===== config.mk =====
export PLATFORM = sky130hd
export DESIGN_NAME = led_mode_controller_flat
export DESIGN_NICKNAME = d
export VERILOG_FILES = /design/src/rtl/led_mode_controller_pkg.sv /design/src/rtl/led_mode_controller_if.sv /design/src/rtl/led_mode_controller_button_debounce.sv /design/src/rtl/led_mode_controller.sv /design/src/flat_wrapper.sv
export SDC_FILE = /design/constraint.sdc
export NUM_CORES = 1
export LEC_CHECK = 0
export CAP_MARGIN = 25
export CORE_ASPECT_RATIO = 1.75
export CORE_MARGIN = 3
export CORE_UTILIZATION = 50
export DETAILED_ROUTE_END_ITERATION = 10
export MAX_ROUTING_LAYER = met4
export PLACE_DENSITY = 0.76
export SYNTH_ARGS = -nofsm -noshare
export SYNTH_HDL_FRONTEND = slang
export SYNTH_SLANG_ARGS = --single-unit

===== constraint.sdc =====
create_clock -name CLK -period 6.8 [get_ports CLK]
set_input_delay 1.36 -clock CLK [delete_from_list [all_inputs] [get_ports CLK]]
set_output_delay 1.36 -clock CLK [all_outputs]
set_load 0.01 [all_outputs]

===== src/rtl/led_mode_controller_pkg.sv =====
// led_mode_controller shared definitions.
// Mode encoding, press FSM states, mode stepping.
package led_pkg;

   localparam logic [1:0] MODE_OFF  = 2'd0;
   localparam logic [1:0] MODE_SLOW = 2'd1;
   localparam logic [1:0] MODE_FAST = 2'd2;
   localparam logic [1:0] MODE_ON   = 2'd3;

   typedef enum logic [1:0] {
      ST_IDLE      = 2'd0,
      ST_PRESSED   = 2'd1,
      ST_LONG_HELD = 2'd2
   } press_state_e;

   function automatic logic [1:0] next_mode(input logic [1:0] m);
      return m + 2'd1;
   endfunction

endpackage


===== src/rtl/led_mode_controller_if.sv =====
// Mode status bundle of the LED controller.
// master drives it, slave observes it.
interface led_mode_if;

   logic [1:0] mode;
   logic       mode_change;

   modport master (
      output mode,
      output mode_change
   );

   modport slave (
      input mode,
      input mode_change
   );

endinterface


===== src/rtl/led_mode_controller_button_debounce.sv =====
// Two-flop synchroniser plus debounce counter.
// rise/fall pulse together with the level update.
module button_debounce
   import led_pkg::*;
#(
   parameter int unsigned CYCLES = 4
) (
   input  logic CLK,
   input  logic RST_N,
   input  logic raw_in,
   output logic level,
   output logic rise,
   output logic fall
);

   localparam int unsigned CW = $clog2(CYCLES) + 1;
   localparam logic [CW-1:0] CNT_LAST = CW'(CYCLES - 1);

   logic [1:0]    sync_q, sync_d;
   logic [CW-1:0] cnt_q, cnt_d;
   logic          level_q, level_d;
   logic          rise_q, rise_d;
   logic          fall_q, fall_d;
   logic          synced;

   assign synced = sync_q[1];

   // accept the synced level after CYCLES consecutive differing cycles
   always_comb begin
      sync_d  = {sync_q[0], raw_in};
      cnt_d   = cnt_q;
      level_d = level_q;
      rise_d  = 1'b0;
      fall_d  = 1'b0;
      if (synced == level_q) begin
         cnt_d = '0;
      end else if (cnt_q == CNT_LAST) begin
         cnt_d   = '0;
         level_d = synced;
         rise_d  = synced;
         fall_d  = !synced;
      end else begin
         cnt_d = cnt_q + 1'b1;
      end
   end

   // synchroniser, counter and debounced level registers
   always_ff @(posedge CLK or negedge RST_N) begin
      if (!RST_N) begin
         sync_q  <= '0;
         cnt_q   <= '0;
         level_q <= 1'b0;
         rise_q  <= 1'b0;
         fall_q  <= 1'b0;
      end else begin
         sync_q  <= sync_d;
         cnt_q   <= cnt_d;
         level_q <= level_d;
         rise_q  <= rise_d;
         fall_q  <= fall_d;
      end
   end

   assign level = level_q;
   assign rise  = rise_q;
   assign fall  = fall_q;

endmodule


===== src/rtl/led_mode_controller.sv =====
// Button-driven LED mode controller.
// Short press steps the mode, long press forces OFF.
module led_mode_controller
   import led_pkg::*;
#(
   parameter int unsigned CLK_HZ            = 16000000,
   parameter int unsigned DEBOUNCE_CYCLES   = CLK_HZ / 100,
   parameter int unsigned LONG_PRESS_CYCLES = CLK_HZ,
   parameter int unsigned SLOW_HALF_CYCLES  = CLK_HZ / 2,
   parameter int unsigned FAST_HALF_CYCLES  = CLK_HZ / 8
) (
   input  logic       CLK,
   input  logic       RST_N,
   input  logic       PIN_14,
   output logic       LED,
   output logic       USBPU,
   led_mode_if.master status
);

   localparam int unsigned HW = $clog2(LONG_PRESS_CYCLES) + 1;
   localparam int unsigned PH_MAX =
      (SLOW_HALF_CYCLES > FAST_HALF_CYCLES) ?
      SLOW_HALF_CYCLES : FAST_HALF_CYCLES;
   localparam int unsigned PW = $clog2(PH_MAX) + 1;
   localparam logic [HW-1:0] HOLD_LAST = HW'(LONG_PRESS_CYCLES - 1);
   localparam logic [PW-1:0] SLOW_LAST = PW'(SLOW_HALF_CYCLES - 1);
   localparam logic [PW-1:0] FAST_LAST = PW'(FAST_HALF_CYCLES - 1);

   logic btn_level, btn_rise, btn_fall;

   press_state_e  state_q, state_d;
   logic [HW-1:0] hold_q, hold_d;
   logic [1:0]    mode_q, mode_d;
   logic          mode_change_q, mode_change_d;
   logic [PW-1:0] ph_cnt_q, ph_cnt_d;
   logic [PW-1:0] ph_last;
   logic          phase_q, phase_d;
   logic          blinking;

   button_debounce #(
      .CYCLES (DEBOUNCE_CYCLES)
   ) u_btn (
      .CLK    (CLK),
      .RST_N  (RST_N),
      .raw_in (PIN_14),
      .level  (btn_level),
      .rise   (btn_rise),
      .fall   (btn_fall)
   );

   // press classification; threshold beats a same-cycle release
   always_comb begin
      state_d       = state_q;
      hold_d        = hold_q;
      mode_d        = mode_q;
      mode_change_d = 1'b0;
      unique case (state_q)
         ST_IDLE: begin
            if (btn_rise) begin
               state_d = ST_PRESSED;
               hold_d  = '0;
            end
         end
         ST_PRESSED: begin
            hold_d = hold_q + 1'b1;
            if (hold_d == HOLD_LAST) begin
               mode_d        = MODE_OFF;
               mode_change_d = 1'b1;
               state_d       = ST_LONG_HELD;
            end else if (btn_fall) begin
               mode_d        = next_mode(mode_q);
               mode_change_d = 1'b1;
               state_d       = ST_IDLE;
            end
         end
         ST_LONG_HELD: begin
            if (!btn_level) begin
               state_d = ST_IDLE;
            end
         end
         default: state_d = ST_IDLE;
      endcase
   end

   assign blinking = (mode_q == MODE_SLOW) || (mode_q == MODE_FAST);
   assign ph_last  = (mode_q == MODE_SLOW) ? SLOW_LAST : FAST_LAST;

   // blink timebase, restarted lit on every mode update
   always_comb begin
      ph_cnt_d = ph_cnt_q;
      phase_d  = phase_q;
      if (mode_change_d || !blinking) begin
         ph_cnt_d = '0;
         phase_d  = 1'b1;
      end else if (ph_cnt_q == ph_last) begin
         ph_cnt_d = '0;
         phase_d  = !phase_q;
      end else begin
         ph_cnt_d = ph_cnt_q + 1'b1;
      end
   end

   // FSM, mode and blink registers
   always_ff @(posedge CLK or negedge RST_N) begin
      if (!RST_N) begin
         state_q       <= ST_IDLE;
         hold_q        <= '0;
         mode_q        <= MODE_OFF;
         mode_change_q <= 1'b0;
         ph_cnt_q      <= '0;
         phase_q       <= 1'b1;
      end else begin
         state_q       <= state_d;
         hold_q        <= hold_d;
         mode_q        <= mode_d;
         mode_change_q <= mode_change_d;
         ph_cnt_q      <= ph_cnt_d;
         phase_q       <= phase_d;
      end
   end

   assign LED = (mode_q == MODE_ON) || (blinking && phase_q);
   assign USBPU = 1'b0;
   assign status.mode = mode_q;
   assign status.mode_change = mode_change_q;

endmodule


===== src/flat_wrapper.sv =====
// flat-port wrapper written by rule: the top's interface ports become plain ports
module led_mode_controller_flat import led_pkg::*;
#(
   parameter int unsigned CLK_HZ            = 16000000,
   parameter int unsigned DEBOUNCE_CYCLES   = CLK_HZ / 100,
   parameter int unsigned LONG_PRESS_CYCLES = CLK_HZ,
   parameter int unsigned SLOW_HALF_CYCLES  = CLK_HZ / 2,
   parameter int unsigned FAST_HALF_CYCLES  = CLK_HZ / 8
)
  (CLK, RST_N, PIN_14, LED, USBPU, status_mode, status_mode_change);
  led_mode_if status_i ();
  input  logic CLK;
  input  logic RST_N;
  input  logic PIN_14;
  output logic LED;
  output logic USBPU;
  output wire logic [$bits(status_i.mode)-1:0] status_mode;
  output wire logic [$bits(status_i.mode_change)-1:0] status_mode_change;
  assign status_mode = status_i.mode;
  assign status_mode_change = status_i.mode_change;
  led_mode_controller #(.CLK_HZ(CLK_HZ), .DEBOUNCE_CYCLES(DEBOUNCE_CYCLES), .LONG_PRESS_CYCLES(LONG_PRESS_CYCLES), .SLOW_HALF_CYCLES(SLOW_HALF_CYCLES), .FAST_HALF_CYCLES(FAST_HALF_CYCLES)) u_core (.CLK(CLK), .RST_N(RST_N), .PIN_14(PIN_14), .LED(LED), .USBPU(USBPU), .status(status_i));
endmodule

==> results.md <==
- Run status: finished clean
- Final period util: 0.571
- Die area: 0.00997 mm²
- Placement-stage worst setup slack: 3030 ps
- Total of max-cap violations: 0
- Inserted Diodes: 0
- Worst supply voltage drop on vdd: 0.000141 V
- Pin count of the biggest net entering global routing: 80
- Sequential cell area fraction in the yosys report: 0.451
- # placed instances: 578
- Standby leakage power: 1.95 nW
- Most used cells in the layout excluding fill and tap cells: dfrtp_1, nor2_1, nand2_1
- Max stage delay on crit path: 740 ps
- Critical path type: reg2reg
- Overall overflow remaining after global route: 0
- Post-CTS Hold Fix Bufs: 0
- Dominant combinational cell family by area after synthesis: simple AND/OR/NAND/NOR gates
- Xor-xnor portion of the synthesized cell area: 0.0879
- Synthesis-stage register bit count: 79
- Cell-by-cell listing of the critical path: ha_1, and3_1, nand4_1, or4_1, a2111oi_1, a31oi_1, nor3_4, nor2_1
- GRT Resource Usage Total: 0.205
- Clock skew after layout: 10.5 ps
- Peak fanout along the critical path: 17
- # clock sinks: 79
- Global-route wire length before repair: 15900 µm
- Num CTS Buffers: 9
- I/O pin count: 8
- Die boundary height: 130 µm
- Horizontal extent of the die: 76.8 µm
- Number of global-route vias before repair: 3426
- Unrepaired setup endpoints after global routing: false
- Worst Setup End Kind: flop
- Cell type with the largest total area after synthesis: dfrtp_1
- H-Tree Level Count: 3
- Max-Slew Margin vs Limit: 0.438
- Antenna violations before repair: 0
- Mean post-synth cell area: 9.17 µm²
- Wire length per cell: 15.2 µm
- Worst skew pair latency: 340 ps
- Total wirelength of the detailed-routed design: 9050 µm
- Residual DRC: 0
- Post-layout nets: 484
- Synth Net Count: 487
- Remaining antenna violation count: 0
- Count of pins over their slew limit: 0
- Number of detailed-routing iterations run before antenna repair: 4
- DR vias/cell: 5.83
- Number of DRC violations after detailed-routing iteration 0: 261
- Final setup viols: 0
- Layout cells sized above 1: 0.0896
- Post-synthesis cell count: 478
- CP max stage cell: nor3_4
- Total number of placement rows: 44
- Adder-Cell Fraction of Synth Area: 0.0171
- TritonCTS clock tree: done
- Clock Tree Root: clkbuf_16
- Final-layout fill cell count: 731
- Share of async-settable or async-resettable flops after synthesis: 1.00
- Buffers inserted by post-CTS timing repair: 0
- Initial core utilization: 0.520
- Top flip-flop cell by instance count after synthesis: dfrtp_1
- Count of port buffers added during placement: 6
- Hold Worst Slack: 357 ps
- Max frequency: 0.257 GHz
- Fraction of the mapped netlist area in compound gates: 0.136
- Number of warnings issued by yosys: 0
- Cell types with the largest area share after synthesis: dfrtp_1, nor2_1, xor2_1
- Area fraction of the dominant cell type after synthesis: 0.445
- Maximum buffer depth of the clock tree: 2
- Area growth from synthesis to layout: 10.5%
- Setup slack of the critical path after layout: 2910 ps
- Clock input transition at the sequential cells of the worst setup and hold paths: 60 ps
- Number of distinct library cell variants in the gate-level netlist after synthesis: 60
- Gp weighted congestion: 0.847
- Post-route minimum period: 3890 ps
- Fraction of synthesized area in multiplexers: 0.00514
- Critical path data required time: 6990 ps
- Worst hold path class: reg2reg
- Number of gates resized after cts: 0
- Vias: 3471
- Hold violation total from the final report: 0
- Simple logic cell fraction of the synthesized area: 0.269
- Arrival time worst endpoint: 4070 ps
- Count of placed standard cells in the final layout, fillers left out: 595
- Fin Setup TNS: 0 ps
- Worst-margin pin slew: 840 ps
- Most common library cell in the layout ignoring fill and taps: dfrtp_1
- Area of the mapped netlist: 0.00438 mm²
- Power Dens Cells: 209 mW/mm²
- Standard cell core area: 0.00842 mm²
- Number of enable-type register cells in the synthesized netlist: 0
- Total half-perimeter wirelength after legalization and detailed placement: 6090 µm
- Element type at the critical path start: flop
-- power breakdown --
group          total (W)  internal, W  switching, W
Combinational  0.0000166   0.00000421     0.0000124
Sequential      0.000475     0.000472    0.00000247
Clock           0.000522     0.000324      0.000198
-- worst max-delay path: cells and delay by family, from the launching register on --
kind | cells | cell delay, ps
adders and majority gates | 1 | 300
DFF | 1 | 470
and+or+nand+nor | 5 | 2210
AOI/OAI and AO/OA | 2 | 740
-- path summary, 6_finish.rpt --
| kind | startpoint | end | slack [ps] | cells past startpoint |
|---|---|---|---|---|
| max in group asynchronous | RST_N | u_core.ph_cnt_q[6]$_DFF_PN0_ | 5300 | 2 |
| setup / recovery | u_core.hold_q[0]$_DFFE_PN0P_ | u_core.ph_cnt_q[12]$_DFF_PN0_ | 2910 | 8 |
| hold reg to reg | u_core.u_btn.sync_q[0]$_DFF_PN0_ | u_core.u_btn.sync_q[1]$_DFF_PN0_ | 360 | 0 |
| hold / removal | u_core.u_btn.sync_q[0]$_DFF_PN0_ | u_core.u_btn.sync_q[1]$_DFF_PN0_ | 360 | 0 |
| min in group asynchronous | RST_N | u_core.hold_q[24]$_DFFE_PN0P_ | 910 | 1 |
| setup reg to reg | u_core.hold_q[0]$_DFFE_PN0P_ | u_core.ph_cnt_q[12]$_DFF_PN0_ | 2910 | 8 |
-- stage by stage --
step | utilization | area [µm²] | total power [W]
floorplan | - | 4380 | 0.000487
global placement | 0.533 | 4490 | 0.000498
detailed placement | 0.533 | 4490 | 0.000499
CTS | 0.571 | 4810 | 0.00102
global route | 0.575 | 4840 | 0.00105
finish | 0.575 | 4840 | 0.00101
-- layout make-up --
| type | count | area (µm²) | area share |
|---|---|---|---|
| Clock buffer | 10 | 229 | 0.0473 |
| Clock inverter | 6 | 93.8 | 0.0194 |
| Inverter | 8 | 30.0 | 0.00620 |
| Multi-Input combinational cell | 367 | 2260 | 0.467 |
| Sequential cell | 79 | 1980 | 0.409 |
| Tap cell | 115 | 144 | 0.0297 |
| Timing Repair Buffer | 10 | 108 | 0.0222 |
-- logic make-up (layout without fill, tap and decap cells) --
family | after synthesis | count (layout)
multiplexers | 2 | 2
XOR/XNOR | 44 | 44
AO/OA/AOI/OAI | 88 | 88
flip-flops | 79 | 79
buffers and inverters | 32 | 34
AND/OR/NAND/NOR | 226 | 226
adder cells (fa/ha/maj) | 6 | 6
other | 1 | 1
-- sequential cells by signal, indices dropped and copies added, names as in the netlist --
register,count
u_core.u_btn.fall,1
u_core.status.mode_change,1
u_core.ph_cnt_q,24
u_core.hold_q,25
u_core.state_q,2
u_core.u_btn.level,1
u_core.status.mode,2
u_core.u_btn.cnt_q,19
u_core.u_btn.rise,1
u_core.u_btn.sync_q,2
u_core.phase_q,1
-- routing by layer --
metal  global-route usage  wire length [µm]  up-vias  share of wire
met5                    -                 0        -              0
met4               0.0939               199        0          0.022
met3               0.0373               275       17          0.030
met2                0.353              4790       57           0.53
met1                0.231              3790     1694           0.42
li1                     -                 -     1703              -
-- cells in the mapped netlist (11+ instances only) --
cell and instances:
nand3_1 30, nor2_1 59, nand2_1 44, dfrtp_1 78, and3_1 12, clkbuf_1 13
nand4_1 14, o21ai_0 29, nor3_1 14, o31ai_1 11, xnor2_1 21, xor2_1 23
Power figures use the tool's default switching activity.
